$ cat src/rtl/imem_arbiter_if.sv
// Fetch, loader and memory-side signals of the instruction-memory arbiter.
// The slave side is the arbiter. The master side is the fetch/loader requesters plus the memory array.
interface imem_arbiter_if #(
   parameter int ADDR_W = 10,
   parameter int DATA_W = 32
);
   logic              f_req;
   logic [31:0]       f_addr;
   logic              f_ready;
   logic              f_valid;
   logic [DATA_W-1:0] f_inst;

   logic              l_req;
   logic              l_we;
   logic [31:0]       l_addr;
   logic [DATA_W-1:0] l_wdata;
   logic              l_lock;
   logic              l_ready;
   logic              l_valid;
   logic [DATA_W-1:0] l_rdata;

   logic              locked;
   logic [15:0]       load_cnt;

   logic              mem_en;
   logic              mem_we;
   logic [ADDR_W-1:0] mem_addr;
   logic [DATA_W-1:0] mem_wdata;
   logic [DATA_W-1:0] mem_rdata;

   modport slave (
      input  f_req, f_addr,
      output f_ready, f_valid, f_inst,
      input  l_req, l_we, l_addr, l_wdata, l_lock,
      output l_ready, l_valid, l_rdata,
      output locked, load_cnt,
      output mem_en, mem_we, mem_addr, mem_wdata,
      input  mem_rdata
   );

   modport master (
      output f_req, f_addr,
      input  f_ready, f_valid, f_inst,
      output l_req, l_we, l_addr, l_wdata, l_lock,
      input  l_ready, l_valid, l_rdata,
      input  locked, load_cnt,
      input  mem_en, mem_we, mem_addr, mem_wdata,
      output mem_rdata
   );
endinterface

$ cat src/rtl/imem_arbiter.sv
// Round-robin/lockable arbiter sharing one sync-read instruction memory between fetch and loader.
// Grant is same-cycle and combinational, and read data returns one cycle later; there is no backpressure on returned data.
module imem_arbiter #(
   parameter int ADDR_W = 10,
   parameter int DATA_W = 32
) (
   input  logic             clk,
   input  logic             rst_n,
   imem_arbiter_if.slave    bus
);

   typedef enum logic {SHARE = 1'b0, LOCKED = 1'b1} state_t;
   typedef enum logic {PORT_F = 1'b0, PORT_L = 1'b1} port_t;

   state_t            state;
   port_t             last_gnt;
   logic              rd_vld;
   port_t             rd_port;
   logic              rd_oor;
   logic [15:0]       load_cnt_q;

   logic              f_oor;
   logic              l_oor;
   logic              f_gnt;
   logic              l_gnt;
   logic              mem_en_c;
   logic              mem_we_c;
   logic [ADDR_W-1:0] mem_addr_c;
   logic [DATA_W-1:0] mem_wdata_c;
   logic              unused_addr_lsbs;

   // Byte-lane bits are meaningless for a word-wide memory.
   assign unused_addr_lsbs = ^{bus.f_addr[1:0], bus.l_addr[1:0]};

   assign f_oor = |bus.f_addr[31:ADDR_W+2];
   assign l_oor = |bus.l_addr[31:ADDR_W+2];

   always_comb begin
      f_gnt = 1'b0;
      l_gnt = 1'b0;
      if (rst_n) begin
         if (state == LOCKED) begin
            l_gnt = bus.l_req;
         end else if (bus.f_req && bus.l_req) begin
            f_gnt = (last_gnt == PORT_L);
            l_gnt = (last_gnt == PORT_F);
         end else begin
            f_gnt = bus.f_req;
            l_gnt = bus.l_req;
         end
      end
   end

   // Out-of-range accesses are acknowledged but never reach the array.
   always_comb begin
      mem_en_c    = 1'b0;
      mem_we_c    = 1'b0;
      mem_addr_c  = '0;
      mem_wdata_c = '0;
      if (f_gnt) begin
         mem_en_c   = !f_oor;
         mem_addr_c = bus.f_addr[ADDR_W+1:2];
      end else if (l_gnt) begin
         mem_en_c   = !l_oor;
         mem_we_c   = bus.l_we && !l_oor;
         mem_addr_c = bus.l_addr[ADDR_W+1:2];
         if (bus.l_we) begin
            mem_wdata_c = bus.l_wdata;
         end
      end
   end

   always_ff @(posedge clk or negedge rst_n) begin
      if (!rst_n) begin
         state      <= SHARE;
         last_gnt   <= PORT_L;
         rd_vld     <= 1'b0;
         rd_port    <= PORT_F;
         rd_oor     <= 1'b0;
         load_cnt_q <= 16'h0000;
      end else begin
         state <= bus.l_lock ? LOCKED : SHARE;

         if (f_gnt) begin
            last_gnt <= PORT_F;
         end else if (l_gnt) begin
            last_gnt <= PORT_L;
         end

         // Return tag for the access issued this cycle; writes produce no valid.
         rd_vld  <= f_gnt || (l_gnt && !bus.l_we);
         rd_port <= l_gnt ? PORT_L : PORT_F;
         rd_oor  <= f_gnt ? f_oor : l_oor;

         if (l_gnt && bus.l_we && !l_oor && (load_cnt_q != 16'hFFFF)) begin
            load_cnt_q <= load_cnt_q + 16'd1;
         end
      end
   end

   assign bus.f_ready   = f_gnt;
   assign bus.l_ready   = l_gnt;
   assign bus.mem_en    = mem_en_c;
   assign bus.mem_we    = mem_we_c;
   assign bus.mem_addr  = mem_addr_c;
   assign bus.mem_wdata = mem_wdata_c;

   assign bus.f_valid = rd_vld && (rd_port == PORT_F);
   assign bus.l_valid = rd_vld && (rd_port == PORT_L);
   assign bus.f_inst  = (bus.f_valid && !rd_oor) ? bus.mem_rdata : '0;
   assign bus.l_rdata = (bus.l_valid && !rd_oor) ? bus.mem_rdata : '0;

   assign bus.locked   = (state == LOCKED);
   assign bus.load_cnt = load_cnt_q;

endmodule

$ cat src/flat_wrapper.sv
// flat-port wrapper written by rule: the top's interface ports become plain ports
module imem_arbiter_flat 
#(
   parameter int ADDR_W = 10,
   parameter int DATA_W = 32
)
  (clk, rst_n, bus_f_req, bus_f_addr, bus_f_ready, bus_f_valid, bus_f_inst, bus_l_req, bus_l_we, bus_l_addr, bus_l_wdata, bus_l_lock, bus_l_ready, bus_l_valid, bus_l_rdata, bus_locked, bus_load_cnt, bus_mem_en, bus_mem_we, bus_mem_addr, bus_mem_wdata, bus_mem_rdata);
  imem_arbiter_if #(.ADDR_W(ADDR_W), .DATA_W(DATA_W)) bus_i ();
  input  logic clk;
  input  logic rst_n;
  input wire logic [$bits(bus_i.f_req)-1:0] bus_f_req;
  input wire logic [$bits(bus_i.f_addr)-1:0] bus_f_addr;
  output wire logic [$bits(bus_i.f_ready)-1:0] bus_f_ready;
  output wire logic [$bits(bus_i.f_valid)-1:0] bus_f_valid;
  output wire logic [$bits(bus_i.f_inst)-1:0] bus_f_inst;
  input wire logic [$bits(bus_i.l_req)-1:0] bus_l_req;
  input wire logic [$bits(bus_i.l_we)-1:0] bus_l_we;
  input wire logic [$bits(bus_i.l_addr)-1:0] bus_l_addr;
  input wire logic [$bits(bus_i.l_wdata)-1:0] bus_l_wdata;
  input wire logic [$bits(bus_i.l_lock)-1:0] bus_l_lock;
  output wire logic [$bits(bus_i.l_ready)-1:0] bus_l_ready;
  output wire logic [$bits(bus_i.l_valid)-1:0] bus_l_valid;
  output wire logic [$bits(bus_i.l_rdata)-1:0] bus_l_rdata;
  output wire logic [$bits(bus_i.locked)-1:0] bus_locked;
  output wire logic [$bits(bus_i.load_cnt)-1:0] bus_load_cnt;
  output wire logic [$bits(bus_i.mem_en)-1:0] bus_mem_en;
  output wire logic [$bits(bus_i.mem_we)-1:0] bus_mem_we;
  output wire logic [$bits(bus_i.mem_addr)-1:0] bus_mem_addr;
  output wire logic [$bits(bus_i.mem_wdata)-1:0] bus_mem_wdata;
  input wire logic [$bits(bus_i.mem_rdata)-1:0] bus_mem_rdata;
  assign bus_i.f_req = bus_f_req;
  assign bus_i.f_addr = bus_f_addr;
  assign bus_f_ready = bus_i.f_ready;
  assign bus_f_valid = bus_i.f_valid;
  assign bus_f_inst = bus_i.f_inst;
  assign bus_i.l_req = bus_l_req;
  assign bus_i.l_we = bus_l_we;
  assign bus_i.l_addr = bus_l_addr;
  assign bus_i.l_wdata = bus_l_wdata;
  assign bus_i.l_lock = bus_l_lock;
  assign bus_l_ready = bus_i.l_ready;
  assign bus_l_valid = bus_i.l_valid;
  assign bus_l_rdata = bus_i.l_rdata;
  assign bus_locked = bus_i.locked;
  assign bus_load_cnt = bus_i.load_cnt;
  assign bus_mem_en = bus_i.mem_en;
  assign bus_mem_we = bus_i.mem_we;
  assign bus_mem_addr = bus_i.mem_addr;
  assign bus_mem_wdata = bus_i.mem_wdata;
  assign bus_i.mem_rdata = bus_mem_rdata;
  imem_arbiter #(.ADDR_W(ADDR_W), .DATA_W(DATA_W)) u_core (.clk(clk), .rst_n(rst_n), .bus(bus_i));
endmodule
$ cat config.mk
export PLATFORM = sky130hd
export DESIGN_NAME = imem_arbiter_flat
export DESIGN_NICKNAME = d
export VERILOG_FILES = /design/src/rtl/imem_arbiter_if.sv /design/src/rtl/imem_arbiter.sv /design/src/flat_wrapper.sv
export SDC_FILE = /design/constraint.sdc
export NUM_CORES = 1
export LEC_CHECK = 0
export CELL_PAD_IN_SITES_DETAIL_PLACEMENT = 0
export CELL_PAD_IN_SITES_GLOBAL_PLACEMENT = 1
export CORE_ASPECT_RATIO = 0.6
export CORE_MARGIN = 8
export CORE_UTILIZATION = 16
export CTS_BUF_LIST = sky130_fd_sc_hd__clkbuf_16
export DETAILED_ROUTE_END_ITERATION = 6
export GPL_ROUTABILITY_DRIVEN = 0
export PLACE_DENSITY_LB_ADDON = 0.3
export SYNTH_ARGS = -nofsm -noshare
export SYNTH_HDL_FRONTEND = slang
export SYNTH_SLANG_ARGS = --single-unit
$ cat constraint.sdc
create_clock -name clk -period 5.9 [get_ports clk]
set_clock_uncertainty 0.2 [all_clocks]
set_input_delay 1.77 -clock clk [delete_from_list [all_inputs] [get_ports clk]]
set_output_delay 1.77 -clock clk [all_outputs]
set_load 0.05 [all_outputs]
* After elaboration in Yosys (flattened, before gate mapping)
Index checks and enable logic that the tools add are counted.
Storage, ports and cells: register bits 21, output and inout bits 129
Operators by class: add/sub/neg operators 1, eq/ne operators 1, mux-type cells 22, bitwise logic cells 2, reduce and logical (&&, ||, !) cells 18
Operators by type and width (count):
- 2-to-1 mux 32 bit | 5
- OR reduction 20 bit | 2
- 2-to-1 mux 10 bit | 2
- adder 16 x 1 -> 16 bit (second input constant) | 1
- inequality test 16 bit (second input constant) | 1
- 2-to-1 mux 1 bit | 15
- logical AND 1 bit | 10
- logical NOT 1 bit | 4
- inverter 1 bit | 2
- nonzero test 2 bit | 1
- logical OR 1 bit | 1

* Logic depth before layout (Yosys ltp)
Gate-level depths: netlist of the first run.
depth after elaboration 7, gate-level depth with buffers 8

* Least setup slack after synthesis of the first run
No wires, ideal clock.
kind input-to-output, start input bus_l_addr[14], end output bus_mem_en, arrival time 3.485 ns, required time 3.930 ns, path slack 0.445 ns, cell stages on the path 4, cell sequence nor4_2 nand3_2 or3_2 o22ai_1
On the way: longest elaborated chain between the ends 4
RTL lines:
- start: declaration | line flat_wrapper.sv:18 | input wire logic [$bits(bus_i.l_addr)-1:0] bus_l_addr;
- OR reduction 20 bit | line imem_arbiter.sv:36 | assign l_oor = |bus.l_addr[31:ADDR_W+2];
- logical NOT 1 bit | line imem_arbiter.sv:64 | mem_en_c = !l_oor;
- 2-to-1 mux 1 bit | line imem_arbiter.sv:63 | end else if (l_gnt) begin
- 2-to-1 mux 1 bit | line imem_arbiter.sv:60 | if (f_gnt) begin
- end: declaration | line flat_wrapper.sv:26 | output wire logic [$bits(bus_i.mem_en)-1:0] bus_mem_en;
No other way between the ends.

* Final worst setup path of the first run
Same ends and word-level chain as after synthesis.

==> impl_results.md, run 1 <==
* Result of the run: finished clean
* Worst R2R Path Depth at 6
* Clock power frac at 28.5%
* DRT Pass-1 Iters at 6
* Min Tclk post-route at 5.66 ns
* Sequential share of the synthesized area at around 27%
* Post-synth EDFFs at 0
* Area delta synth->final at 169%
* Hold Crit Depth at 1
* Synth cell count leaders: and2_1, and3_1, dfrtp_1, clkbuf_1
* Switching Share at 27.8%
* Setup ws final at 0.236 ns
* Synth Area per Inst at about 8.3 µm²
* Fin cells at 647
* Final period util at a little over nine tenths
* P per Cell Area at 96.9 nW/µm²
* Largest net degree at the start of global routing at 34
* Sequential share of power at 29.5%
* GRT Residual Overflow at 0
* Post-DP HPWL at 9830 µm
* P_int at around 0.36 mW
* Antenna viol nets, final at 0
* Setup TNS at 0 ns
* Slew headroom at 45.8%
* Clk_lat worst skew at ~0.25 ns
* Mapped cell area at about 1900 µm²
* Total number of vias at 2,684
* Final setup fails at 0
* Reg clk slew, reported paths at roughly 0.060 ns
* Cts repair resizes at 0
* Sequential cell area at roughly 530 µm²
* Row cnt at 31
* Final Hold Vio Count at 0
* Reg2reg setup slack at 3.51 ns
* Met2 Usage GRT at a little under a quarter
* Vias in the first global route at between 2,000 and 3,000
* Via density at 4.15
* Max clock buf depth at 2
* Multi-input logic area at 1330 µm²
* Count leader, synth: and2_1
* Die area at 16,000 µm²
* DR DRC count at 0
* Worst-Margin Slew at around 0.81 ns
* Worst setup EP type: output pin
* Post-Syn Instances at 232
* Htree depth at 1
* Cell taking the most area after synthesis: dfrtp_1
* 1st-iter DRT viols at 94
* Global route hottest layer: met2
* Die W at roughly 160 µm
* Fillers at around 1,200
* HP Class: flip-flop to flip-flop
* Synth warn at 0
* WL per Instance at about 17 µm
* Yosys reg bits at 21
* Met1 GRT Util at between 10% and 20%
* Worst EP required at approximately 4 ns
* CTS Sinks at 21
* FMAX at approximately 0.18 GHz
* Hold_sp: u_core.bus.load_cnt[5]
* Die height at roughly 100 µm
* Final WL at 11,100 µm
* Final net count at slightly above 600
* Slew Limit Fails at 0
* Starting Density at between 15 and 20%
* VDD IR max at about 62 µV
* Post-placement setup slack at between 0.2 and 0.25 ns
* GRT Total Usage at between 10% and 20%
* Core area at 11,900 µm²
* Startpoint Class: input pin
* Asr flop ratio synth at 100%
* CTS buffer count at 3
* Ratio of cells with drive above 1 in the final layout at between 10% and 20%
* Post-synth top area share at 25.8%
* CTS tree: yes
* RR Startpoint: u_core.bus.load_cnt[0]
* P_leak at 2.13 nW
* Synth top area cells: dfrtp_1, and2_1, and3_1
* Post-CTS setup buffer count at 0
* Kind of critical path: input pin to output pin
* Hold path endpoint: u_core.bus.load_cnt[5]
* Library cells used by synthesis at 41
* Post-Place Cells at around 640
* Crit path max fanout at 4
* I/O pins at between 200 and 300
* Logic pwr share at a little over two fifths
* Net Sw Power at approximately 0.14 mW
* CTS Root Cell: clkbuf_16
* Number of port buffers at between 200 and 300
* # hold bufs at CTS at 0
* Most frequently used flop master after synthesis: dfrtp_1
* RSZ-0062 raised after global routing: false
* Initial antenna violation count at 0
* Maxcap violations at 0
* Final core occ at 43.7%
* Reg-to-Reg End: u_core.bus.load_cnt[1]
* Crit path arrival time at 3.69 ns
* Antenna fix cells at 0
* Global-route wire length before repair at about 16,000 µm
* Hold slack at around 0.32 ns
* Met3 usage at approximately 5.5%
* Syn Nets at around 370
## cell type report
type	count	area share [%]
clock buffer	3	1.44
clock inverter	1	0.0959
inverter	3	0.216
multi-input combinational	191	25.4
sequential	21	10.1
tap	165	3.96
timing repair buffer	263	58.8
## per-stage QoR
stage / total power [mW] / cell area (µm²)
after global placement: 0.363 / 5140
after detailed placement: 0.366 / 5140
after floorplan: 0.215 / 1940
after CTS: 0.513 / 5220
final: 0.505 / 5220
after global routing: 0.527 / 5220
## worst max-delay path, stage by stage
cell             delay, ns
clkdlybuf4s50_1       0.42
nor4_2                0.30
nand3_2               0.21
or3_2                 0.54
o22ai_1               0.27
buf_12                0.18
## cell families after synthesis
kind of cell / synth area share (%)
adders and majority gates: 0.646
DFF: 27.2
muxes: 1.74
AOI/OAI and AO/OA: 6.59
buffers and inverters: 4.65
xor gates and xnor gates: 5.88
and+or+nand+nor: 53.3
## power by group through the flow
stage,combinational (mW),clock [mW],sequential [mW]
after CTS,0.215,0.149,0.149
after global routing,0.224,0.154,0.149
final,0.213,0.144,0.149
after detailed placement,0.215,0,0.151
after global placement,0.212,0,0.151
after floorplan,0.0627,0,0.152
## routing by layer
metal / vias up / part of all wire [%]
met2: 142 / 49
met4: 0 / 0.66
met3: 4 / 12
met5: - / 0
met1: 1216 / 38
li1: 1322 / -
## sequential cells by signal, indices dropped and copies added, names as in the netlist
name,cells
u_core.bus.locked,1
u_core.rd_oor,1
u_core.rd_vld,1
u_core.rd_port,1
u_core.last_gnt,1
u_core.bus.load_cnt,16
## layout by cell type, fill, tap and decap left out, types with 2 or more instances in the layout
master	netlist	layout
nand3_1	8	8
buf_12	0	45
a21oi_1	2	2
xnor2_1	11	11
nand2_1	4	4
mux2_2	2	2
xor2_1	2	2
a22o_1	10	10
and4_1	2	2
buf_4	0	6
dfrtp_1	20	20
and3_1	36	36
nor3b_2	1	2
nand3b_1	2	2
inv_1	3	3
nor4_1	7	7
clkdlybuf4s50_1	0	212
and2_1	66	66
nand4_1	11	11
clkbuf_16	0	3
nor4_2	2	2
or3_1	2	2
nor2_1	4	4
## worst max-delay path by stage
stage	cells past startpoint	end	start	slack [ns]
after floorplan	4	bus_mem_en	bus_l_addr[14]	0.44
after detailed placement	6	bus_mem_en	bus_l_addr[14]	0.22
after global placement	6	bus_mem_en	bus_l_addr[13]	0.24
after global routing	6	bus_mem_en	bus_l_addr[14]	0.14
final	6	bus_mem_en	bus_l_addr[14]	0.24
after CTS	6	bus_mem_en	bus_l_addr[14]	0.22
(Power assumes the default switching activity.)
==> run 2, diff against run 1 <==
--- a/config.mk
+++ b/config.mk
@@ -9,7 +9,7 @@
 export CELL_PAD_IN_SITES_GLOBAL_PLACEMENT = 1
 export CORE_ASPECT_RATIO = 0.6
 export CORE_MARGIN = 8
-export CORE_UTILIZATION = 16
+export CORE_UTILIZATION = 14
 export CTS_BUF_LIST = sky130_fd_sc_hd__clkbuf_16
 export DETAILED_ROUTE_END_ITERATION = 6
 export GPL_ROUTABILITY_DRIVEN = 0
==> constraint.sdc (replaced) <==
create_clock -name clk -period 4.65 [get_ports clk]
set_clock_uncertainty 0.2 [all_clocks]
set_input_delay 1.395 -clock clk [delete_from_list [all_inputs] [get_ports clk]]
set_output_delay 1.395 -clock clk [all_outputs]
set_load 0.05 [all_outputs]
==> run 2 against run 1 <==
Effect of this change: critical path depth is the same; clock-buffer cell count is the same; largest cell class unchanged; register-to-register slack got worse by 1.4 ns; final area fell by 0.46%; die area is 12% higher; setup slack worse by 0.21 ns; wire length increased by 2.0%; clock power up 24%; sequential power grew 27%; global-route usage fell by 0.91 points; core utilization shrank 5.4 points; sequential share of layout area is essentially flat.
==> impl_results.md, run 2 (same netlist as run 1, synthesis figures left out) <==
* GRT Total Usage at 11.8% (-0.91 points)
* Clk_lat worst skew at 0.25 ns (about the same)
* Slew Limit Fails at 0 (unchanged)
* I/O pins at 263 (unchanged)
* Worst EP required at 3.05 ns (-0.88 ns)
* 1st-iter DRT viols at 54 (-43%)
* Maxcap violations at 0 (unchanged)
* Net Sw Power at 0.180 mW (+28%)
* Most common cell after layout, fill and taps aside: clkdlybuf4s50_1
* Finished Cell Area at 5190 µm² (-0.46%)
* Crit path max fanout at 3 (-1)
* CTS Root Cell: clkbuf_16
* Met2 Usage GRT at 21.2% (-2.4 points)
* P per Cell Area at 124 nW/µm² (+28%)
* Antenna viol nets, final at 0 (unchanged)
* Via density at 4.08 (-1.6%)
* HP Class: flip-flop to flip-flop
* DRT Pass-1 Iters at 6 (unchanged)
* Final Hold Vio Count at 0 (unchanged)
* VDD IR max at 127 µV (+110%)
* Kind of critical path: input pin to output pin
* Row cnt at 33 (+6.5%)
* Met3 usage at 5.36% (-0.18 points)
* Htree depth at 1 (unchanged)
* Post-placement setup slack at -0.134 ns (-0.358 ns)
* CTS buffer count at 3 (unchanged)
* WL per Instance at 17.0 µm (-0.76%)
* Die area at 18,000 µm² (+12%)
* Area delta synth->final at 168%
* DR DRC count at 0 (unchanged)
* Post-DP HPWL at 9940 µm (+1.0%)
* Initial antenna violation count at 0 (unchanged)
* Max clock buf depth at 2 (unchanged)
* Fillers at 1,345 (+14%)
* Min Tclk post-route at around 4.6 ns
* CTS tree: yes
* Final setup fails at 0 (unchanged)
* Final period util at ~99%
* Met1 GRT Util at 13.2% (-0.29 points)
* Sequential share of power at 29.4% (about the same)
* Antenna fix cells at 0 (unchanged)
* Max reg flops at 16 (unchanged)
* Global-route wire length before repair at 17,100 µm (+8.0%)
* Number of port buffers at 258 (unchanged)
* P_int at 0.464 mW (+27%)
* Die W at 168 µm (+6.2%)
* GRT Residual Overflow at 0 (unchanged)
* Clock power frac at 27.9% (-0.6 points)
* Startpoint Class: input pin
* Post-DP Area at 5040 µm² (-1.9%)
* Total number of vias at 2,715 (+1.2%)
* Logic pwr share at 42.7% (+0.6 points)
* Reg clk slew, reported paths at 0.06 ns (about the same)
* CTS Sinks at 21 (unchanged)
* Ratio of cells with drive above 1 in the final layout at 29.8% (+15 points)
* Crit path arrival time at 3.03 ns (-0.66 ns)
* Worst-Margin Slew at 0.825 ns (+0.0117 ns)
* Setup ws final at 0.0291 ns (-0.207 ns)
* Starting Density at 14.3% (-2.0 points)
* Die height at 107 µm (+5.8%)
* FMAX at about 0.22 GHz
* Final WL at 11,300 µm (+2.0%)
* Global route hottest layer: met2
* P_leak at 2.38 nW (+12%)
* Vias in the first global route at 2,881 (+5.5%)
* Final net count at 626 (+1.3%)
* Most frequent cells in the layout: clkdlybuf4s50_1, buf_4, and2_1
* Worst setup EP type: output pin
* Slew headroom at 45.0% (-0.78 points)
* Switching Share at 27.9% (+0.12 points)
* Largest net degree at the start of global routing at 34 (unchanged)
* Result of the run: finished clean
* Core area at 13,600 µm² (+14%)
-- run 2: layer usage --
| metal | vias up | share of wire [%] | wire, µm |
|---|---|---|---|
| met5 | - | 0 | 0 |
| met1 | 1215 | 40 | 4510 |
| met4 | 0 | 0.35 | 40 |
| met3 | 2 | 11 | 1270 |
| met2 | 158 | 48 | 5460 |
| li1 | 1340 | - | - |
-- run 2: cell type report --
class	count	area [µm²]	area share (%)
timing repair buffer	271	3000	57.7
multi-input combinational	191	1360	26.2
sequential	21	527	10.1
tap	175	219	4.22
clock buffer	3	75.1	1.45
inverter	3	11.3	0.217
clock inverter	1	3.75	0.0723
-- run 2: metrics by stage --
stage | TNS [ns] | hold WS (ns) | util, % | power, mW | std cells
after floorplan | 0 | 0.302 | - | 0.273 | 232
after global placement | -0.184 | 0.297 | 37.1 | 0.467 | 659
after detailed placement | -0.222 | 0.311 | 37.1 | 0.470 | 659
after CTS | 0 | 0.322 | 37.8 | 0.659 | 663
after global routing | -0.0358 | 0.341 | 38.2 | 0.675 | 665
final | 0 | 0.319 | 38.2 | 0.644 | 665
-- run 2: power groups by stage --
stage	registers (mW)	clock network [mW]	logic, mW
floorplan	0.193	0	0.0796
global placement	0.192	0	0.274
detailed placement	0.193	0	0.277
CTS	0.189	0.192	0.278
global route	0.190	0.196	0.290
finish	0.189	0.179	0.275
-- run 2: repair_timing --
item,4_1_cts,5_1_grt
setup buffers,0,2
hold buffers,0,0
setup endpoints to repair,2,2
resized for setup,5,13
pin swaps,1,9
-- run 2: path summary, 6_finish.rpt --
path / cells past startpoint / slack, ns / to / start
setup / recovery: 6 / 0.03 / bus_mem_en / bus_l_addr[20]
hold / removal: 1 / 0.32 / u_core.bus.load_cnt[0] / u_core.bus.load_cnt[0]
setup reg to reg: 7 / 2.15 / u_core.bus.load_cnt[12] / u_core.bus.locked
hold reg to reg: 1 / 0.32 / u_core.bus.load_cnt[0] / u_core.bus.load_cnt[0]
max in group asynchronous: 2 / 2.88 / u_core.bus.load_cnt[6] / rst_n
min in group asynchronous: 2 / 1.10 / u_core.rd_vld / rst_n
-- run 2: worst max-delay path: stages --
cell	delay, ns
clkdlybuf4s50_1	0.42
nor4_2	0.26
nand2_1	0.15
or3_4	0.43
o22ai_4	0.21
buf_12	0.16
==> run 3, diff against run 2 <==
--- a/config.mk
+++ b/config.mk
@@ -11,6 +11,7 @@
 export CORE_MARGIN = 8
 export CORE_UTILIZATION = 14
 export CTS_BUF_LIST = sky130_fd_sc_hd__clkbuf_16
+export CTS_CLUSTER_SIZE = 24
 export DETAILED_ROUTE_END_ITERATION = 6
 export GPL_ROUTABILITY_DRIVEN = 0
 export PLACE_DENSITY_LB_ADDON = 0.3
==> results of run 3 <==
No change in the layout: final DEF, timing and power equal those of run 2.
